<file path="src/rtl/cfg_loader_pkg.sv">
// cfg_loader_pkg: shared types and defaults for the serial configuration loader.
//   cfg_loader_state_t     - loader FSM states
//   CFG_LEN_WIDTH_DEFAULT  - default width of the frame-length header
//   state_in_frame()       - true while header/payload bits are still expected
package cfg_loader_pkg;

  localparam int CFG_LEN_WIDTH_DEFAULT = 16;

  typedef enum logic [2:0] {
    IDLE    = 3'd0,
    HEADER  = 3'd1,
    PAYLOAD = 3'd2,
    DRAIN   = 3'd3,
    WAIT_CS = 3'd4
  } cfg_loader_state_t;

  // A frame ending in either of these states is incomplete.
  function automatic logic state_in_frame(cfg_loader_state_t s);
    return (s == HEADER) || (s == PAYLOAD);
  endfunction

endpackage

</file>
<file path="src/rtl/axi_stream_if.sv">
// axi_stream_if: minimal AXI4-Stream bundle.
//   tdata  - payload, DATA_W bits
//   tvalid - source has a beat
//   tready - sink accepts the beat
//   tlast  - final beat of the packet
interface axi_stream_if #(
  parameter int DATA_W = 1
);
  logic [DATA_W-1:0] tdata;
  logic              tvalid;
  logic              tready;
  logic              tlast;

  modport master (output tdata, output tvalid, output tlast, input  tready);
  modport slave  (input  tdata, input  tvalid, input  tlast, output tready);
endinterface

</file>
<file path="src/rtl/cfg_serial_loader_bit_fifo.sv">
// bit_fifo: small synchronous FIFO for the loader payload path.
//   clk, rst   - clock, synchronous active-high reset (pointers/count only)
//   flush      - discard all entries
//   push/push_data - write request and entry ({last, data})
//   pop        - read request; head advances on the next edge
//   head       - current oldest entry (registered storage, no input bypass)
//   full/empty - occupancy flags
// A push while full is accepted only when a pop happens in the same cycle.
module bit_fifo #(
  parameter int DEPTH = 8,
  parameter int WIDTH = 2
) (
  input  logic             clk,
  input  logic             rst,
  input  logic             flush,
  input  logic             push,
  input  logic [WIDTH-1:0] push_data,
  input  logic             pop,
  output logic [WIDTH-1:0] head,
  output logic             full,
  output logic             empty
);

  localparam int AW = (DEPTH > 1) ? $clog2(DEPTH) : 1;

  logic [WIDTH-1:0] mem [DEPTH];
  logic [AW-1:0]    wr_ptr;
  logic [AW-1:0]    rd_ptr;
  logic [AW:0]      count;
  logic             do_push;
  logic             do_pop;

  assign empty   = (count == '0);
  assign full    = (count == (AW+1)'(DEPTH));
  assign do_pop  = pop & ~empty;
  assign do_push = push & (~full | do_pop);
  assign head    = mem[rd_ptr];

  always_ff @(posedge clk) begin
    if (rst || flush) begin
      wr_ptr <= '0;
      rd_ptr <= '0;
      count  <= '0;
    end else begin
      if (do_push) wr_ptr <= wr_ptr + 1'b1;
      if (do_pop)  rd_ptr <= rd_ptr + 1'b1;
      case ({do_push, do_pop})
        2'b10:   count <= count + 1'b1;
        2'b01:   count <= count - 1'b1;
        default: count <= count;
      endcase
    end
  end

  always_ff @(posedge clk) begin
    if (do_push) mem[wr_ptr] <= push_data;
  end

endmodule

</file>
<file path="src/rtl/cfg_serial_loader.sv">
// cfg_serial_loader: serial configuration front end.
//   clk, rst       - system clock, synchronous active-high reset
//   pin_sclk       - external serial clock (async), data taken on its rising edge
//   pin_sdata      - external serial data
//   pin_cs_n       - frame select, active-low
//   cfg            - high from header accept until the cycle after done
//   cfg_bitstream  - 1-bit AXI stream of payload bits, tlast on the final bit
//   busy           - FSM not idle
//   done           - one-cycle pulse on final beat accepted (or empty frame)
//   err_overrun    - sticky: a payload bit was dropped on a full FIFO
//   err_abort      - sticky: frame ended early by cs_n
// Frames are a LEN_WIDTH-bit length header (MSB first) followed by that many
// payload bits. sclk must be no faster than clk/4.
module cfg_serial_loader
  import cfg_loader_pkg::*;
#(
  parameter int LEN_WIDTH   = CFG_LEN_WIDTH_DEFAULT,
  parameter int FIFO_DEPTH  = 8,
  parameter int SYNC_STAGES = 2
) (
  input  logic         clk,
  input  logic         rst,
  input  logic         pin_sclk,
  input  logic         pin_sdata,
  input  logic         pin_cs_n,
  output logic         cfg,
  axi_stream_if.master cfg_bitstream,
  output logic         busy,
  output logic         done,
  output logic         err_overrun,
  output logic         err_abort
);

  localparam int HDR_CW = $clog2(LEN_WIDTH + 1);
  localparam logic [HDR_CW-1:0] HDR_LAST = HDR_CW'(LEN_WIDTH - 1);

  cfg_loader_state_t state, state_nxt;

  logic [SYNC_STAGES-1:0] sclk_sync;
  logic [SYNC_STAGES-1:0] cs_sync;
  logic [SYNC_STAGES-1:0] sdata_sync;
  logic                   sclk_prev;
  logic                   cs_prev;

  logic                   sclk_s;
  logic                   cs_s;
  logic                   sdata_s;
  logic                   sample;
  logic                   cs_fall;

  logic [HDR_CW-1:0]      hdr_cnt;
  logic [LEN_WIDTH-1:0]   len_reg;
  logic [LEN_WIDTH-1:0]   len_next;
  logic [LEN_WIDTH-1:0]   bit_cnt;
  logic [LEN_WIDTH-1:0]   bit_cnt_inc;
  logic                   last_dropped;

  logic                   hdr_done;
  logic                   pay_sample;
  logic                   pay_last;
  logic                   overrun;
  logic                   abort;

  logic                   fifo_push;
  logic                   fifo_pop;
  logic [1:0]             fifo_head;
  logic                   fifo_full;
  logic                   fifo_empty;
  logic                   last_pop;

  // ---- pin synchronisers: control pins reset to their idle levels ----
  always_ff @(posedge clk) begin
    if (rst) begin
      sclk_sync <= '0;
      cs_sync   <= '1;
      sclk_prev <= 1'b0;
      cs_prev   <= 1'b1;
    end else begin
      sclk_sync[0] <= pin_sclk;
      cs_sync[0]   <= pin_cs_n;
      for (int i = 1; i < SYNC_STAGES; i++) begin
        sclk_sync[i] <= sclk_sync[i-1];
        cs_sync[i]   <= cs_sync[i-1];
      end
      sclk_prev <= sclk_s;
      cs_prev   <= cs_s;
    end
  end

  // Data follows the same depth as sclk so it lines up with the detected edge.
  always_ff @(posedge clk) begin
    sdata_sync[0] <= pin_sdata;
    for (int i = 1; i < SYNC_STAGES; i++) sdata_sync[i] <= sdata_sync[i-1];
  end

  assign sclk_s  = sclk_sync[SYNC_STAGES-1];
  assign cs_s    = cs_sync[SYNC_STAGES-1];
  assign sdata_s = sdata_sync[SYNC_STAGES-1];
  assign sample  = sclk_s & ~sclk_prev & ~cs_s;
  assign cs_fall = cs_prev & ~cs_s;

  // ---- frame decode ----
  assign len_next    = {len_reg[LEN_WIDTH-2:0], sdata_s};
  assign hdr_done    = (state == HEADER) && sample && (hdr_cnt == HDR_LAST);
  assign pay_sample  = (state == PAYLOAD) && sample;
  assign bit_cnt_inc = bit_cnt + 1'b1;
  assign pay_last    = (bit_cnt_inc == len_reg);

  // A pop in the same cycle frees a slot, so only a stalled full FIFO drops.
  assign fifo_pop  = ~fifo_empty & cfg_bitstream.tready;
  assign overrun   = pay_sample & fifo_full & ~fifo_pop;
  assign fifo_push = pay_sample & ~overrun;
  assign last_pop  = fifo_pop & fifo_head[1];

  // With the last bit dropped, tlast can never appear; cs_n rising ends it.
  assign abort = cs_s & (state_in_frame(state) || ((state == DRAIN) && last_dropped));

  // ---- state register ----
  always_ff @(posedge clk) begin
    if (rst) state <= IDLE;
    else     state <= state_nxt;
  end

  // ---- next-state logic ----
  always_comb begin
    state_nxt = state;
    case (state)
      IDLE: begin
        if (cs_fall) state_nxt = HEADER;
      end
      HEADER: begin
        if (abort)         state_nxt = IDLE;
        else if (hdr_done) state_nxt = (len_next == '0) ? WAIT_CS : PAYLOAD;
      end
      PAYLOAD: begin
        if (abort)                      state_nxt = IDLE;
        else if (pay_sample && pay_last) state_nxt = DRAIN;
      end
      DRAIN: begin
        if (last_pop)   state_nxt = WAIT_CS;
        else if (abort) state_nxt = IDLE;
      end
      WAIT_CS: begin
        if (cs_s) state_nxt = IDLE;
      end
      default: state_nxt = IDLE;
    endcase
  end

  // ---- outputs ----
  always_comb begin
    busy = (state != IDLE);
    cfg  = (state == PAYLOAD) || (state == DRAIN);
    done = 1'b0;
    case (state)
      HEADER:  done = hdr_done && (len_next == '0);
      DRAIN:   done = last_pop;
      default: done = 1'b0;
    endcase
  end

  // ---- counters and sticky flags ----
  always_ff @(posedge clk) begin
    if (rst) begin
      hdr_cnt      <= '0;
      bit_cnt      <= '0;
      last_dropped <= 1'b0;
      err_overrun  <= 1'b0;
      err_abort    <= 1'b0;
    end else begin
      if ((state == IDLE) && cs_fall) begin
        hdr_cnt      <= '0;
        bit_cnt      <= '0;
        last_dropped <= 1'b0;
        err_overrun  <= 1'b0;
        err_abort    <= 1'b0;
      end
      if ((state == HEADER) && sample) hdr_cnt <= hdr_cnt + 1'b1;
      // The bit counter advances even for a dropped bit so the frame length holds.
      if (pay_sample) begin
        bit_cnt <= bit_cnt_inc;
        if (overrun) begin
          err_overrun <= 1'b1;
          if (pay_last) last_dropped <= 1'b1;
        end
      end
      if (abort) err_abort <= 1'b1;
    end
  end

  // Header shift register is fully reloaded each frame, so no reset needed.
  always_ff @(posedge clk) begin
    if ((state == HEADER) && sample) len_reg <= len_next;
  end

  // ---- payload FIFO and stream output ----
  bit_fifo #(
    .DEPTH (FIFO_DEPTH),
    .WIDTH (2)
  ) u_bit_fifo (
    .clk       (clk),
    .rst       (rst),
    .flush     (abort),
    .push      (fifo_push),
    .push_data ({pay_last, sdata_s}),
    .pop       (fifo_pop),
    .head      (fifo_head),
    .full      (fifo_full),
    .empty     (fifo_empty)
  );

  // Head is masked while empty so stale storage never shows on tdata/tlast.
  always_comb begin
    cfg_bitstream.tvalid   = ~fifo_empty;
    cfg_bitstream.tdata    = '0;
    cfg_bitstream.tdata[0] = ~fifo_empty & fifo_head[0];
    cfg_bitstream.tlast    = ~fifo_empty & fifo_head[1];
  end

endmodule

</file>
<file path="src/flat_wrapper.sv">
// flat-port wrapper written by rule: the top's interface ports become plain ports
module cfg_serial_loader_flat import cfg_loader_pkg::*;
#(
  parameter int LEN_WIDTH   = CFG_LEN_WIDTH_DEFAULT,
  parameter int FIFO_DEPTH  = 8,
  parameter int SYNC_STAGES = 2
)
  (clk, rst, pin_sclk, pin_sdata, pin_cs_n, cfg, busy, done, err_overrun, err_abort, cfg_bitstream_tdata, cfg_bitstream_tvalid, cfg_bitstream_tlast, cfg_bitstream_tready);
  axi_stream_if #(.DATA_W(1)) cfg_bitstream_i ();
  input  logic clk;
  input  logic rst;
  input  logic pin_sclk;
  input  logic pin_sdata;
  input  logic pin_cs_n;
  output logic cfg;
  output logic busy;
  output logic done;
  output logic err_overrun;
  output logic err_abort;
  output wire logic [$bits(cfg_bitstream_i.tdata)-1:0] cfg_bitstream_tdata;
  output wire logic [$bits(cfg_bitstream_i.tvalid)-1:0] cfg_bitstream_tvalid;
  output wire logic [$bits(cfg_bitstream_i.tlast)-1:0] cfg_bitstream_tlast;
  input wire logic [$bits(cfg_bitstream_i.tready)-1:0] cfg_bitstream_tready;
  assign cfg_bitstream_tdata = cfg_bitstream_i.tdata;
  assign cfg_bitstream_tvalid = cfg_bitstream_i.tvalid;
  assign cfg_bitstream_tlast = cfg_bitstream_i.tlast;
  assign cfg_bitstream_i.tready = cfg_bitstream_tready;
  cfg_serial_loader #(.LEN_WIDTH(LEN_WIDTH), .FIFO_DEPTH(FIFO_DEPTH), .SYNC_STAGES(SYNC_STAGES)) u_core (.clk(clk), .rst(rst), .pin_sclk(pin_sclk), .pin_sdata(pin_sdata), .pin_cs_n(pin_cs_n), .cfg(cfg), .cfg_bitstream(cfg_bitstream_i), .busy(busy), .done(done), .err_overrun(err_overrun), .err_abort(err_abort));
endmodule
</file>
<file path="config.mk">
export PLATFORM = sky130hd
export DESIGN_NAME = cfg_serial_loader_flat
export DESIGN_NICKNAME = d
export VERILOG_FILES = /design/src/rtl/cfg_loader_pkg.sv /design/src/rtl/axi_stream_if.sv /design/src/rtl/cfg_serial_loader_bit_fifo.sv /design/src/rtl/cfg_serial_loader.sv /design/src/flat_wrapper.sv
export SDC_FILE = /design/constraint.sdc
export NUM_CORES = 1
export LEC_CHECK = 0
export CAP_MARGIN = 10
export CORE_UTILIZATION = 55
export DETAILED_ROUTE_END_ITERATION = 8
export DONT_BUFFER_PORTS = 1
export PLACE_DENSITY_LB_ADDON = 0.12
export SYNTH_ARGS = -nofsm -noshare
export SYNTH_HDL_FRONTEND = slang
export SYNTH_SLANG_ARGS = --single-unit
export TNS_END_PERCENT = 5
</file>
<file path="constraint.sdc">
create_clock -name clk -period 8.4 [get_ports clk]
set_input_delay 0.84 -clock clk [delete_from_list [all_inputs] [get_ports clk]]
set_output_delay 0.84 -clock clk [all_outputs]
set_load 0.02 [all_outputs]
</file>
==> results.toml, run 1 <==
[sta]
worst_pin_slew_ps = 880
fmax_ghz = 0.299
skew_ps = 10.7
tns_ps = 0
fin_crit_ps = 3350
fin_crit_sh_pct = 39.9
maxSlewHeadroom_pct = 41.2
hold_viol_final = 0
setup_violations = 0
slew_viol_final = 0
rsz0062_at_grt = "false"

[cts]
postCtsSetupBuffers = 0
cts-resized-gates = 0
postCtsHoldBufs = 0
clock_latency_ps = 350
clk_pin_slew_worst_paths_ps = 80
cts.sink_count = 80
clockBufferDepth = 2
cts_buffers = 9
cts_tree = "built"
ctsHtreeMaxLevel = 3
cts-root-buf = "clkbuf_8"

[die]
io_pins = 14
die_x_microns = 87.3
core_area_sq_um = 6910
die_area_sq_um = 7630
die_y_microns = 87.3
rows = 30
start_util_pct = 58.0

[logic_synthesis]
netlist_instances = 412
synth-seq-cells = 80
synth_top_area_share_pct = 24.0
syn_area_sq_um = 4010
synth_compound_area_share_pct = 12.6
synth_flop_cell = "dfxtp_1"
synth_xor_area_share_pct = 5.25
synth_edf_count = 32
async_reset_ff_share_pct = 0
synthSimpleGateAreaFrac_pct = 24.0
syn-num-nets = 427
ys_warn_count = 0
netlist_top_cells_area = "dfxtp_1 (24%), edfxtp_1 (24%), nor2_1 (4.3%)"
synth.distinct_cells = 54
syn_avg_cell_area_sq_um = 9.72
synth_area_leader_cell = "dfxtp_1"
synth.mux.area_fraction_pct = 3.28
synth_top_family_by_area = "simple AND/OR/NAND/NOR gates"
ys_seq_area_share_pct = 48.0
synthAdderAreaFrac_pct = 3.00

[hold_path]
min_path_cells = 0
min-delay-start = "u_core.sdata_sync[0]$_DFF_P_"
hold_end = "u_core.sdata_sync[1]$_DFF_P_"
min_path_type = "reg -> reg"

[worst_setup_path]
critical_path.startpoint_type = "flip-flop"
critical_path_buf_inv_count = 1
rr_endpoint = "u_core.u_bit_fifo.count[3]$_SDFFE_PP0P_"
crit_chain = "nor2_1, nand4b_1, inv_1, nand2_1, o21ai_0"
r2r_slack_ps = 5140
cp.depth = 5
max_stage_delay_ps = 610
ff2ff_path_depth = 11
rr_startpoint = "u_core.state[2]$_SDFFE_PP0P_"
endpoint_kind = "output pin"
path_class = "reg -> out"
cpMaxStageDelayCell = "inv_1"
arrival_ps = 2510
cp.required_ps = 7560
cpLargestDelayFamily = "buffers and inverters"
critical_path.max_fanout = 22

[power_and_ir_drop]
p_int_w = 0.000547
swShare_pct = 21.5
ir_drop_mv = 0.102
power_frac_comb_pct = 1.8
p_seq_share_pct = 58.3
p_leak_nw = 1.37
power.density_nw_per_um2 = 166
p_sw_w = 0.000150
p_clk_share_pct = 39.9

[route]
wirelength_microns = 8310
dr_total_vias = 3013
drc = 0
firstDrtPassIters = 5
via_per_inst = 6.04
first_iter_violations = 205
wl_per_cell_microns = 16.7
antenna_left = 0

[placement]
routabilityCongestion = 0.895
numPortBuffers = 0
dp.cells = 483
hpwlAfterDp_microns = 5800

[final_layout]
num_antenna_cells = 0
fin_cells = 499
drive_above_1_share_pct = 7.20
finalNetCount = 413
syn_to_final_growth_pct = 4.68

[grt]
grt_pass1_vias = 2751
grt-ovfl-total = 0
grt_pass1_wl_microns = 13800
grt_usage_pct = 24.2
grt_max_degree = 36
antenna_found_initial = 0

[run_status]
outcome = "finished, final reports clean"

[run]
maxCapViolCount = 0
==> per-stage QoR <==
step	setup WS, ps	instance area, sq um	hold slack (ps)	power (W)	util (%)
final	5050	4190	330	0.000696	60.7
after global routing	4810	4190	337	0.000720	60.7
after CTS	4990	4190	332	0.000704	60.7
after detailed placement	5190	4000	322	0.000427	57.9
after global placement	5310	4000	310	0.000427	57.9
after floorplan	5640	4010	310	0.000426	-
==> cells in the mapped netlist, types with 8 or more instances <==
| library cell | number |
|---|---|
| a21oi_1 | 31 |
| and2_1 | 8 |
| clkbuf_1 | 18 |
| dfxtp_1 | 48 |
| edfxtp_1 | 32 |
| ha_1 | 8 |
| inv_1 | 9 |
| nand2_1 | 24 |
| nand3_1 | 11 |
| nand4_1 | 8 |
| nor2_1 | 46 |
| nor2b_1 | 10 |
| nor3_1 | 9 |
| nor4_1 | 13 |
| o21ai_0 | 22 |
| xnor2_1 | 12 |
| xor2_1 | 12 |
==> cell families (layout without fill, tap and decap cells) <==
group | after synthesis | in the layout
adder cells (fa/ha/maj) | 9 | 9
XOR/XNOR | 24 | 24
buffers and inverters | 34 | 25
AO/OA/AOI/OAI | 83 | 83
AND/OR/NAND/NOR | 174 | 174
flip-flops | 80 | 80
multiplexers | 8 | 8
==> layer usage <==
metal	routed length, microns	track usage, %	up-vias
met5	0	0	-
met4	164	11.0	0
met3	558	6.07	17
met2	3690	34.4	107
met1	3900	34.6	1409
li1	-	-	1480
==> how the worst max path moves through the flow <==
stage,from,endpoint
6_report,u_core.state[1]$_SDFFE_PP0P_,done
5_1_grt,u_core.state[1]$_SDFFE_PP0P_,done
4_1_cts,u_core.state[1]$_SDFFE_PP0P_,done
3_5_place_dp,u_core.state[2]$_SDFFE_PP0P_,u_core.u_bit_fifo.count[3]$_SDFFE_PP0P_
3_3_place_gp,u_core.state[2]$_SDFFE_PP0P_,u_core.u_bit_fifo.count[3]$_SDFFE_PP0P_
2_1_floorplan,cfg_bitstream_tready,u_core.u_bit_fifo.count[3]$_SDFFE_PP0P_
==> cell usage in the layout, fill, tap and decap left out, drive strengths merged, types with 4 or more instances in the layout <==
cell type | Yosys | final
xnor2 | 12 | 12
inv | 9 | 11
nor3 | 9 | 9
nand3b | 5 | 5
nor2 | 46 | 46
nor3b | 4 | 4
dfxtp | 48 | 48
and4 | 5 | 5
or3 | 5 | 5
o21ai | 22 | 22
xor2 | 12 | 12
nand2 | 24 | 24
a21oi | 31 | 31
edfxtp | 32 | 32
ha | 8 | 8
a22oi | 5 | 5
nor2b | 10 | 10
and2 | 8 | 8
nand3 | 12 | 12
nand2b | 7 | 7
mux4 | 4 | 4
nand4 | 9 | 9
and3 | 5 | 5
nor4b | 4 | 4
nor4 | 13 | 13
clkbuf | 18 | 10
==> layout make-up <==
cell class / instances / area (sq um)
clock inverter: 6 / 66.3
inverter: 9 / 33.8
sequential: 80 / 1920
tap: 96 / 120
fill: 599 / 2710
clock buffer: 10 / 128
multi-input combinational: 298 / 1920
==> power groups by stage <==
stage	sequential [W]	clock [W]	combinational (W)
CTS	0.000406	0.000286	0.0000121
global placement	0.000415	0	0.0000119
finish	0.000406	0.000278	0.0000122
floorplan	0.000414	0	0.0000124
detailed placement	0.000415	0	0.0000121
global route	0.000406	0.000300	0.0000133
Note: power is estimated with default switching activity, not from simulation.
==> inputs of run 2 (changes only) <==
==> constraint.sdc (replaced) <==
create_clock -name clk -period 2.9 [get_ports clk]
set_input_delay 0.29 -clock clk [delete_from_list [all_inputs] [get_ports clk]]
set_output_delay 0.29 -clock clk [all_outputs]
set_load 0.02 [all_outputs]
==> run 2 against run 1 <==
Compared with the run above:
- first-iteration DRC count down 5.4%
- clock-buffer cell count up 1
- sequential share of layout area fell by 0.63 points
- cell area up 1.4%
- via count grew 1.1%
- critical path depth rose by 6
- highest routed layer unchanged
==> results.toml, run 2 (same netlist as run 1, synthesis figures left out) <==
[run_status]
outcome = "finished, final reports clean"

[cts]
postCtsHoldBufs = 2
cts-resized-gates = 0
ctsHtreeMaxLevel = 3
cts.sink_count = 80
cts_tree = "built"
clock_latency_ps = 360
cts-root-buf = "clkbuf_8"
postCtsSetupBuffers = 0
clk_pin_slew_worst_paths_ps = 90
cts_buffers = 9
clockBufferDepth = 2

[sta]
rsz0062_at_grt = "false"
setup_violations = 0
slew_viol_final = 0
skew_ps = 10.9
maxSlewHeadroom_pct = 31.8
fin_crit_sh_pct = 91.1
fin_crit_ps = 2640
fmax_ghz = 0.379
hold_viol_final = 0
worst_pin_slew_ps = 1020
tns_ps = 0

[die]
rows = 30
core_area_sq_um = 6910
start_util_pct = 58.0
die_x_microns = 87.3
die_y_microns = 87.3
io_pins = 14
die_area_sq_um = 7630

[grt]
grt_max_degree = 27
grt-ovfl-total = 0
grt_pass1_wl_microns = 13900
grt_pass1_vias = 2884
antenna_found_initial = 0
grt_usage_pct = 24.5

[route]
dr_total_vias = 3047
drc = 0
antenna_left = 0
wirelength_microns = 8540
first_iter_violations = 194
wl_per_cell_microns = 16.7
via_per_inst = 5.97
firstDrtPassIters = 6

[final_layout]
syn_to_final_growth_pct = 6.15
drive_above_1_share_pct = 8.94
final_common_cell = "dfxtp_1"
fin_cells = 510
finalNetCount = 424
fill_cells = 617
num_antenna_cells = 0
layout_common_cells = "dfxtp_1 (48), nor2_1 (46), edfxtp_1 (32)"

[power_and_ir_drop]
power.density_nw_per_um2 = 459
ir_drop_mv = 0.308
p_leak_nw = 1.40

[worst_setup_path]
arrival_ps = 2930
endpoint_kind = "flip-flop"
crit_chain = "nor3_1, and3_1, and2_1, inv_1, ha_1, ha_1, a21o_1, a21oi_1, xnor2_1, or3_1, a21oi_1"
path_class = "reg -> reg"
max_stage_delay_ps = 390
cp.required_ps = 3190
critical_path.startpoint_type = "flip-flop"
critical_path.max_fanout = 10
cpMaxStageDelayCell = "dfxtp_1"

[placement]
numPortBuffers = 0
routabilityCongestion = 0.930
dp.cells = 492
hpwlAfterDp_microns = 5970

[hold_path]
min_path_type = "in -> reg"

[run]
maxCapViolCount = 0
==> run 2: cell type report <==
cell class / instances / area (sq um) / area share [%]
repair buffers: 11 / 87.6 / 2.06
clock inverters: 5 / 33.8 / 0.794
inverters: 9 / 33.8 / 0.794
flip-flops and latches: 80 / 1920 / 45.2
clock buffers: 11 / 131 / 3.09
multi-input cells: 298 / 1920 / 45.2
well taps: 96 / 120 / 2.82
==> run 2: path summary, 6_finish.rpt <==
kind / start / to / slack (ps) / cells past startpoint
hold / removal: pin_cs_n / u_core.cs_sync[0]$_SDFF_PP1_ / 40 / 1
setup / recovery: u_core.state[2]$_SDFFE_PP0P_ / u_core.u_bit_fifo.count[3]$_SDFFE_PP0P_ / 260 / 11
hold reg to reg: u_core.sdata_sync[0]$_DFF_P_ / u_core.sdata_sync[1]$_DFF_P_ / 330 / 0
setup reg to reg: u_core.state[2]$_SDFFE_PP0P_ / u_core.u_bit_fifo.count[3]$_SDFFE_PP0P_ / 260 / 11
==> run 2: stage by stage <==
step / hold slack [ps] / util [%] / power, W / setup slack, ps / area (sq um)
after floorplan: 310 / - / 0.00123 / 163 / 4010
after global placement: 313 / 58.9 / 0.00124 / 355 / 4070
after detailed placement: 315 / 58.9 / 0.00124 / 284 / 4070
after CTS: 21.2 / 61.6 / 0.00196 / 270 / 4250
after global routing: 16.0 / 61.6 / 0.00200 / 96.3 / 4250
final: 38.6 / 61.6 / 0.00195 / 259 / 4250
==> run 2: critical path, delay by kind of cell (launching register included) <==
| family | cells | cell delay (ps) |
|---|---|---|
| compound gates | 3 | 470 |
| fa+ha+maj | 2 | 530 |
| simple gates | 4 | 980 |
| flops | 1 | 390 |
| xor+xnor | 1 | 90 |
| buf+inv | 1 | 100 |
==> run 2: report_power, final <==
part	switching (W)	internal (W)	total [W]	leakage, nW
logic	0.0000281	0.0000150	0.0000430	0.657
clock network	0.000422	0.000312	0.000734	0.0797
registers	0.00000829	0.00117	0.00118	0.664
==> run 2: routing by layer <==
metal / share of wire (%) / vias up / GRT usage [%]
met5: 0 / - / 0
met4: 1.7 / 0 / 10.3
met3: 7.7 / 14 / 6.54
met2: 44 / 111 / 36.1
met1: 47 / 1427 / 33.9
li1: - / 1495 / -
==> inputs of run 3 (changes only) <==
--- a/config.mk
+++ b/config.mk
@@ -9,7 +9,7 @@
 export CORE_UTILIZATION = 55
 export DETAILED_ROUTE_END_ITERATION = 8
 export DONT_BUFFER_PORTS = 1
-export PLACE_DENSITY_LB_ADDON = 0.12
+export PLACE_DENSITY = 0.83
 export SYNTH_ARGS = -nofsm -noshare
 export SYNTH_HDL_FRONTEND = slang
 export SYNTH_SLANG_ARGS = --single-unit
==> run 3 against run 2 <==
Compared with the run above:
- sequential share of layout area down 0.72 points
- critical path depth shrank 3
- setup slack improved by 4.0 ps
- first-iteration DRC count is 35% higher
- global-route usage up 0.055 points
- fmax increased by 0.15%
- register-to-register slack about the same
- utilization grew 1.0 points
- cell area increased by 1.6%
- via count increased by 3.4%
==> results.toml, run 3 (same netlist as run 1, synthesis figures left out) <==
[final_layout]
drive_above_1_share_pct = 9.86
fill_cells = 573
finalNetCount = 426
final_common_cell = "dfxtp_1"
syn_to_final_growth_pct = 7.87
layout_common_cells = "dfxtp_1 (48), nor2_1 (46), edfxtp_1 (32)"
fin_cells = 512
num_antenna_cells = 0
final_core_util_pct = 62.6

[route]
dr_total_vias = 3152
antenna_left = 0
wl_per_cell_microns = 16.8
first_iter_violations = 261
drc = 0
firstDrtPassIters = 5
via_per_inst = 6.16
wirelength_microns = 8580

[worst_setup_path]
endpoint_kind = "flip-flop"
critical_path_buf_inv_count = 1
max_stage_delay_ps = 510
cpMaxStageDelayCell = "dfxtp_1"
path_common_cell = "nand3_1"
crit_chain = "ha_1, nand3_1, o21ai_0, nand3_1, nor4_2, nand2_1, nor4b_2, buf_4"
cp.required_ps = 3110
arrival_ps = 2840
cpLargestDelayFamily = "simple AND/OR/NAND/NOR gates"
path_class = "reg -> reg"
critical_path.startpoint_type = "flip-flop"
critical_path.max_fanout = 8

[die]
die_area_sq_um = 7630
io_pins = 14
start_util_pct = 58.0
rows = 30
die_y_microns = 87.3
core_area_sq_um = 6910
die_x_microns = 87.3

[power_and_ir_drop]
ir_drop_mv = 0.324
p_leak_nw = 1.44
power.density_nw_per_um2 = 472

[placement]
hpwlAfterDp_microns = 6040
routabilityCongestion = 0.916
numPortBuffers = 0
dp.cells = 492

[run]
maxCapViolCount = 0

[cts]
clk_pin_slew_worst_paths_ps = 80
ctsHtreeMaxLevel = 3
cts.sink_count = 80
cts-root-buf = "clkbuf_8"
cts_buffers = 9
postCtsSetupBuffers = 0
cts_tree = "built"
clock_latency_ps = 350
clockBufferDepth = 2

[sta]
hold_viol_final = 0
tns_ps = 0
slew_viol_final = 0
rsz0062_at_grt = "false"
fin_crit_ps = 2640
setup_violations = 0
skew_ps = 7.81
maxSlewHeadroom_pct = 55.6
worst_pin_slew_ps = 656
fmax_ghz = 0.379
fin_crit_sh_pct = 90.9

[grt]
grt_pass1_vias = 2978
antenna_found_initial = 0
grt_max_degree = 22
grt-ovfl-total = 0
grt_usage_pct = 24.5
grt_pass1_wl_microns = 14300

[hold_path]
min_path_type = "in -> reg"

[run_status]
outcome = "finished, final reports clean"
[run 3: cell type report]
cell class,count,area [sq um],share of cell area (%)
clock buffer,12,178,4.11
clock inverter,4,23.8,0.550
inverter,9,33.8,0.782
multi-input combinational,298,1940,44.8
sequential,80,1920,44.5
tap,96,120,2.78
timing repair buffer,13,108,2.49
[run 3: per-layer routing]
layer / track usage, % / routed length, microns / up-vias
met2: 39.2 / 4100 / 132
met4: 9.84 / 190 / 0
met1: 32.0 / 3690 / 1492
li1: - / - / 1507
met3: 5.97 / 588 / 21
met5: 0 / 0 / -
[run 3: through the flow]
stage,hold WS (ps),cell area (sq um),worst slack (ps),total power (W)
after global routing,0.0854,4320,16.6,0.00209
after floorplan,310,4010,163,0.00123
after CTS,1.51,4310,133,0.00204
final,10.2,4320,263,0.00204
after global placement,310,4070,236,0.00124
after detailed placement,318,4070,141,0.00124
[run 3: final timing paths]
path / start / endpoint / slack, ps / depth (start not counted)
setup / recovery: u_core.bit_cnt[0]$_SDFFE_PP0P_ / u_core.u_bit_fifo.mem[4][1]$_DFFE_PP_ / 260 / 8
setup reg to reg: u_core.bit_cnt[0]$_SDFFE_PP0P_ / u_core.u_bit_fifo.mem[4][1]$_DFFE_PP_ / 260 / 8
hold / removal: rst / u_core.sclk_sync[1]$_SDFF_PP0_ / 10 / 1
hold reg to reg: u_core.sdata_sync[0]$_DFF_P_ / u_core.sdata_sync[1]$_DFF_P_ / 350 / 0
[run 3: where the power goes]
group | leakage [nW] | internal (W) | switching (W)
Clock | 0.106 | 0.000413 | 0.000404
Combinational | 0.666 | 0.0000178 | 0.0000281
Sequential | 0.664 | 0.00117 | 0.00000824
Total | 1.44 | 0.00160 | 0.000441
[run 3: worst register-to-register path, stage by stage (launching register included)]
cell     delay, ps
dfxtp_1        510
ha_1           390
nand3_1        250
o21ai_0        240
nand3_1        130
nor4_2         420
nand2_1        110
nor4b_2        260
buf_4          190
[run 3: timing repair]
action                                 4_1_cts  5_1_grt
setup endpoints to repair                    0        9
gates resized for setup                      0        3
endpoints found under the hold margin       17        0
hold buffers                                 4        0
==> RTL edit 1, RTL diff (flow settings as in run 2) <==
`FIFO_DEPTH` is set to 8 in 2 places; all go to 4.
--- a/src/rtl/cfg_serial_loader.sv
+++ b/src/rtl/cfg_serial_loader.sv
@@ -16,5 +16,5 @@
 #(
   parameter int LEN_WIDTH   = CFG_LEN_WIDTH_DEFAULT,
-  parameter int FIFO_DEPTH  = 8,
+  parameter int FIFO_DEPTH  = 4,
   parameter int SYNC_STAGES = 2
 ) (
--- a/src/flat_wrapper.sv
+++ b/src/flat_wrapper.sv
@@ -3,5 +3,5 @@
 #(
   parameter int LEN_WIDTH   = CFG_LEN_WIDTH_DEFAULT,
-  parameter int FIFO_DEPTH  = 8,
+  parameter int FIFO_DEPTH  = 4,
   parameter int SYNC_STAGES = 2
 )
Behaviour: same outputs for any inputs over 10 cycles, from zero or initial values and one cycle with rst high; that may be too few to reach the edited logic, so the function may still have changed.
==> RTL edit 1 against run 2 <==
Area after synthesis down 18%; setup slack better by 0.22 ns; utilization up 3.1 points; wire length down 25%; sequential cell count down 12; register-to-register slack better by 0.27 ns; count of clock-buffer cells in the layout down 2; worst hold slack better by 0.0047 ns; fmax up 9.2%; first-iteration DRC count down 23%; synthesized cell count down 18%; final area down 14%; total power up 0.12%; sequential share of layout area down 1.3 points.
==> RTL edit 1: results (changes against run 2) <==
status finished, final reports clean; CTS tree yes; LEAKAGE 1.26 nW (-10%); RR Endpoint u_core.u_bit_fifo.count[1]$_SDFFE_PP0P_; Synth Warn # 0 (unchanged); placed wire-length estimate 4.59 mm (-23%); dominant cells by area after synthesis dfxtp_1 (27%), edfxtp_1 (22%), xnor2_1 (4.8%); worst hold path class input pin to flop; Filler cells 467 (-24%); largest net degree at the start of global routing 29 (+7.4%); first-pass detailed-route iteration total 4 (-2); sequential fraction of the synthesis area 48.5% (+0.50 points); Pins Over Slew Limit 0 (unchanged); All-Layer GR Usage 22.4% (-2.0 points); Hold Worst Slack 0.0432 ns (+0.00467 ns); Syn Nets 354 (-17%); Vias 2,471 (-19%); Total Nets Final 360 (-15%); synth cell count leaders dfxtp_1 (44), nor2_1 (41), a21oi_1 (26); Slew HR 29.4% (-2.5 points); hold-critical path depth 1 (unchanged); CTS H-tree depth 3 (unchanged); Root Driver clkbuf_8; peak supply drop 338 uV (+9.6%); reg2reg path depth 10 (-1); Skew-Pair Late Insertion Delay 0.35 ns; EDFF count, synth 24 (-25%); worst-path fanout max 7 (-3); Synth cell types 53 (-1.9%); vias in the first global route 2,305 (-20%); Initial DRC Count 149 (-23%); CTS Buf Count 9 (unchanged); clock skew 0.00844 ns (-0.00245 ns); Worst setup startpoint u_core.cs_sync[1]$_SDFF_PP1_; Max Root-Sink Buffers 2 (unchanged); RD Place Congestion 0.828 (-11%); IO Port Bufs 0 (unchanged); setup slack, reg-to-reg 0.53 ns (+0.27 ns); asr flop ratio synth 0% (unchanged); r2r startpoint u_core.cs_sync[1]$_SDFF_PP1_; layout cells sized above 1 10.9% (+1.9 points); Post-CTS Setup Repair Bufs 0 (unchanged); drt wl/cell 15.2 um (-9.1%); hold path start pin_cs_n; first-pass GRT wire length 10.6 mm (-24%); Worst-path clk slew 0.07 ns (-0.02 ns)
-- RTL edit 1: power breakdown --
part           internal [W]  switching, W   total, W
sequential         0.000987    0.00000663   0.000994
combinational     0.0000122     0.0000248  0.0000371
clock              0.000567      0.000356   0.000924
-- RTL edit 1: cell families after synthesis --
group                    synth area share (%)
flip-flops                               48.5
adder cells (fa/ha/maj)                  3.64
buffers and inverters                    3.07
AO/OA/AOI/OAI                            12.3
AND/OR/NAND/NOR                          23.1
XOR/XNOR                                 7.42
multiplexers                             1.97
-- RTL edit 1: worst max path at each step --
| stage | endpoint | cells past startpoint | slack, ns |
|---|---|---|---|
| 2_1_floorplan | done | 6 | 0.53 |
| 3_3_place_gp | u_core.u_bit_fifo.mem[0][1]$_DFFE_PP_ | 6 | 0.59 |
| 3_5_place_dp | u_core.u_bit_fifo.count[1]$_SDFFE_PP0P_ | 10 | 0.51 |
| 4_1_cts | done | 7 | 0.46 |
| 5_1_grt | done | 7 | 0.26 |
| 6_report | done | 7 | 0.48 |
-- RTL edit 1: through the flow --
| stage | cell area, um^2 | total power (W) | cells | utilization [%] | setup slack, ns |
|---|---|---|---|---|---|
| final | 3650 | 0.00195 | 422 | 64.6 | 0.481 |
| after global routing | 3650 | 0.00202 | 422 | 64.6 | 0.262 |
| after CTS | 3650 | 0.00197 | 422 | 64.6 | 0.460 |
| after detailed placement | 3390 | 0.00104 | 404 | 60.0 | 0.513 |
| after global placement | 3390 | 0.00104 | 404 | 60.0 | 0.591 |
| after floorplan | 3300 | 0.00104 | 339 | - | 0.526 |
-- RTL edit 1: worst max-delay path: stages, from the launching register on --
cell and delay, ns:
dfxtp_1 0.33, or3b_2 0.51, nor2_1 0.17, nand2_1 0.19
inv_1 0.11, nand2_1 0.05, o21ai_0 0.22, buf_4 0.19
-- RTL edit 1: routing by layer --
| metal | GRT usage (%) | share of wire [%] | vias up |
|---|---|---|---|
| met5 | 0 | 0 | - |
| met4 | 8.91 | 1.6 | 0 |
| met3 | 6.29 | 4.5 | 10 |
| met2 | 37.7 | 49 | 43 |
| li1 | - | - | 1225 |
| met1 | 26.9 | 45 | 1193 |
-- RTL edit 1: final cells by class --
type,count,share of cell area [%]
Inverter,13,1.34
Clock buffer,9,3.40
Multi-Input combinational cell,245,43.9
Timing Repair Buffer,8,1.78
Sequential cell,68,43.9
Tap cell,72,2.47
Clock inverter,7,3.16
-- RTL edit 1: what timing repair did --
action,4_1_cts,5_1_grt
hold endpoints to repair,29,0
hold buffers,2,0
resized for setup,0,0
==> RTL edit 2, RTL diff (flow settings as in run 2) <==
Made on the original files. Encoding of `cfg_loader_state_t`: now one-hot (5 bits for 5 states).
--- a/src/rtl/cfg_loader_pkg.sv
+++ b/src/rtl/cfg_loader_pkg.sv
@@ -7,10 +7,10 @@
   localparam int CFG_LEN_WIDTH_DEFAULT = 16;
 
-  typedef enum logic [2:0] {
-    IDLE    = 3'd0,
-    HEADER  = 3'd1,
-    PAYLOAD = 3'd2,
-    DRAIN   = 3'd3,
-    WAIT_CS = 3'd4
+  typedef enum logic [4:0] {
+    IDLE    = 5'b00001,
+    HEADER  = 5'b00010,
+    PAYLOAD = 5'b00100,
+    DRAIN   = 5'b01000,
+    WAIT_CS = 5'b10000
   } cfg_loader_state_t;
 
Check against the original RTL: same outputs for any inputs over 10 cycles, from zero or initial values and one cycle with rst high; not proved beyond that.
==> RTL edit 2 against run 2 <==
Clock skew decreased by 0.0054 ns; setup slack improved by 0.047 ns; wire length increased by 1.9%; sequential cell count increased by 2; synthesized cell count increased by 6.1%; sequential share of layout area decreased by 0.93 points; critical path depth decreased by 3; area after synthesis increased by 2.7%; final area increased by 4.2%; total power increased by 8.6%; largest cell class unchanged.
==> RTL edit 2: results (changes against run 2) <==
worst hold path class input pin to flop; first-pass detailed-route iteration total 4 (-2); Synth Warn # 0 (unchanged); drt wl/cell 16.1 um (-4.0%); Worst-path clk slew 0.08 ns; IO Port Bufs 0 (unchanged); Post-Route WL 8.70 mm (+1.9%); placed wire-length estimate 6.07 mm (+1.6%); Skew-Pair Late Insertion Delay 0.35 ns; Filler cells 632 (+2.4%); family with the most delay on the worst path simple AND/OR/NAND/NOR gates; RD Place Congestion 0.820 (-12%); status finished, final reports clean; LEAKAGE 1.48 nW (+5.5%); slowest stage delay, CP 0.49 ns (+0.10 ns); asr flop ratio synth 0% (unchanged); Post-CTS Setup Repair Bufs 0 (unchanged); Slew HR 25.0% (-6.9 points); area grow syn2layout 7.69%; Worst Path Arrival 2.86 ns (-0.07 ns); synth cell count leaders nor2_1 (62), dfxtp_1 (50), a21oi_1 (33), nand2_1 (33), edfxtp_1 (32); Initial DRC Count 151 (-22%); DR vias/cell 5.77 (-3.5%); ys flop type dfxtp_1; Cells after Synth 437 (+6.1%); sequential fraction of the synthesis area 47.7% (-0.31 points); dominant cells by area after synthesis dfxtp_1 (24%), edfxtp_1 (23%), nor2_1 (5.7%); # diodes 0 (unchanged); initial antenna violation count 0 (unchanged); first-pass GRT wire length 14.2 mm (+2.2%); DP Area 4220 um^2 (+3.6%); CTS H-tree depth 3 (unchanged); Resized cells post-CTS 0 (unchanged); # hold bufs at CTS 2 (unchanged); clock skew 0.00547 ns (-0.00543 ns); CTS Buf Count 9 (unchanged); vias in the first global route 2,875 (-0.31%); dpl cells 523 (+6.3%); Syn Nets 452 (+5.9%); EDFF count, synth 32 (unchanged); Synth cell types 59 (+9.3%); slowest stage cell, crit path or4b_1; Root Driver clkbuf_8; worst-path fanout max 8 (-2); peak supply drop 286 uV (-7.0%); layout cells sized above 1 9.28% (+0.34 points); largest net degree at the start of global routing 29 (+7.4%); pre-CTS setup slack 0.285 ns (+0.00174 ns); All-Layer GR Usage 24.2% (-0.29 points)
-- RTL edit 2: per-layer routing --
| layer | up-vias | wire length, um | global-route usage (%) |
|---|---|---|---|
| met1 | 1472 | 4120 | 33.0 |
| met4 | 0 | 116 | 5.87 |
| met5 | - | 0 | 0 |
| met3 | 12 | 408 | 6.44 |
| li1 | 1580 | - | - |
| met2 | 56 | 4050 | 38.5 |
-- RTL edit 2: logic make-up after synthesis --
group,after synthesis,share of synthesized area [%]
AO/OA/AOI/OAI,79,12.0
buffers and inverters,37,3.71
AND/OR/NAND/NOR,193,24.4
multiplexers,8,3.16
XOR/XNOR,29,6.17
flip-flops,82,47.7
adder cells (fa/ha/maj),9,2.92
-- RTL edit 2: power breakdown --
group	switching [W]	total, W	internal [W]
clock	0.000422	0.000822	0.000400
sequential	0.0000144	0.00121	0.00120
combinational	0.0000583	0.0000845	0.0000262
total	0.000495	0.00212	0.00163
-- RTL edit 2: path summary, 6_finish.rpt --
kind | slack (ns) | to | cells after the start | startpoint
setup / recovery | 0.31 | u_core.last_dropped$_SDFF_PP0_ | 8 | u_core.bit_cnt[1]$_SDFFE_PP0P_
hold reg to reg | 0.33 | u_core.sdata_sync[1]$_DFF_P_ | 0 | u_core.sdata_sync[0]$_DFF_P_
setup reg to reg | 0.31 | u_core.last_dropped$_SDFF_PP0_ | 8 | u_core.bit_cnt[1]$_SDFFE_PP0P_
hold / removal | 0.05 | u_core.cs_prev$_SDFF_PP1_ | 2 | rst
-- RTL edit 2: cell type report --
| type | instances | area share (%) |
|---|---|---|
| Clock buffer | 10 | 2.88 |
| Inverter | 14 | 1.19 |
| Timing Repair Buffer | 12 | 2.15 |
| Clock inverter | 6 | 1.52 |
| Tap cell | 99 | 2.79 |
| Multi-Input combinational cell | 318 | 45.2 |
| Sequential cell | 82 | 44.3 |
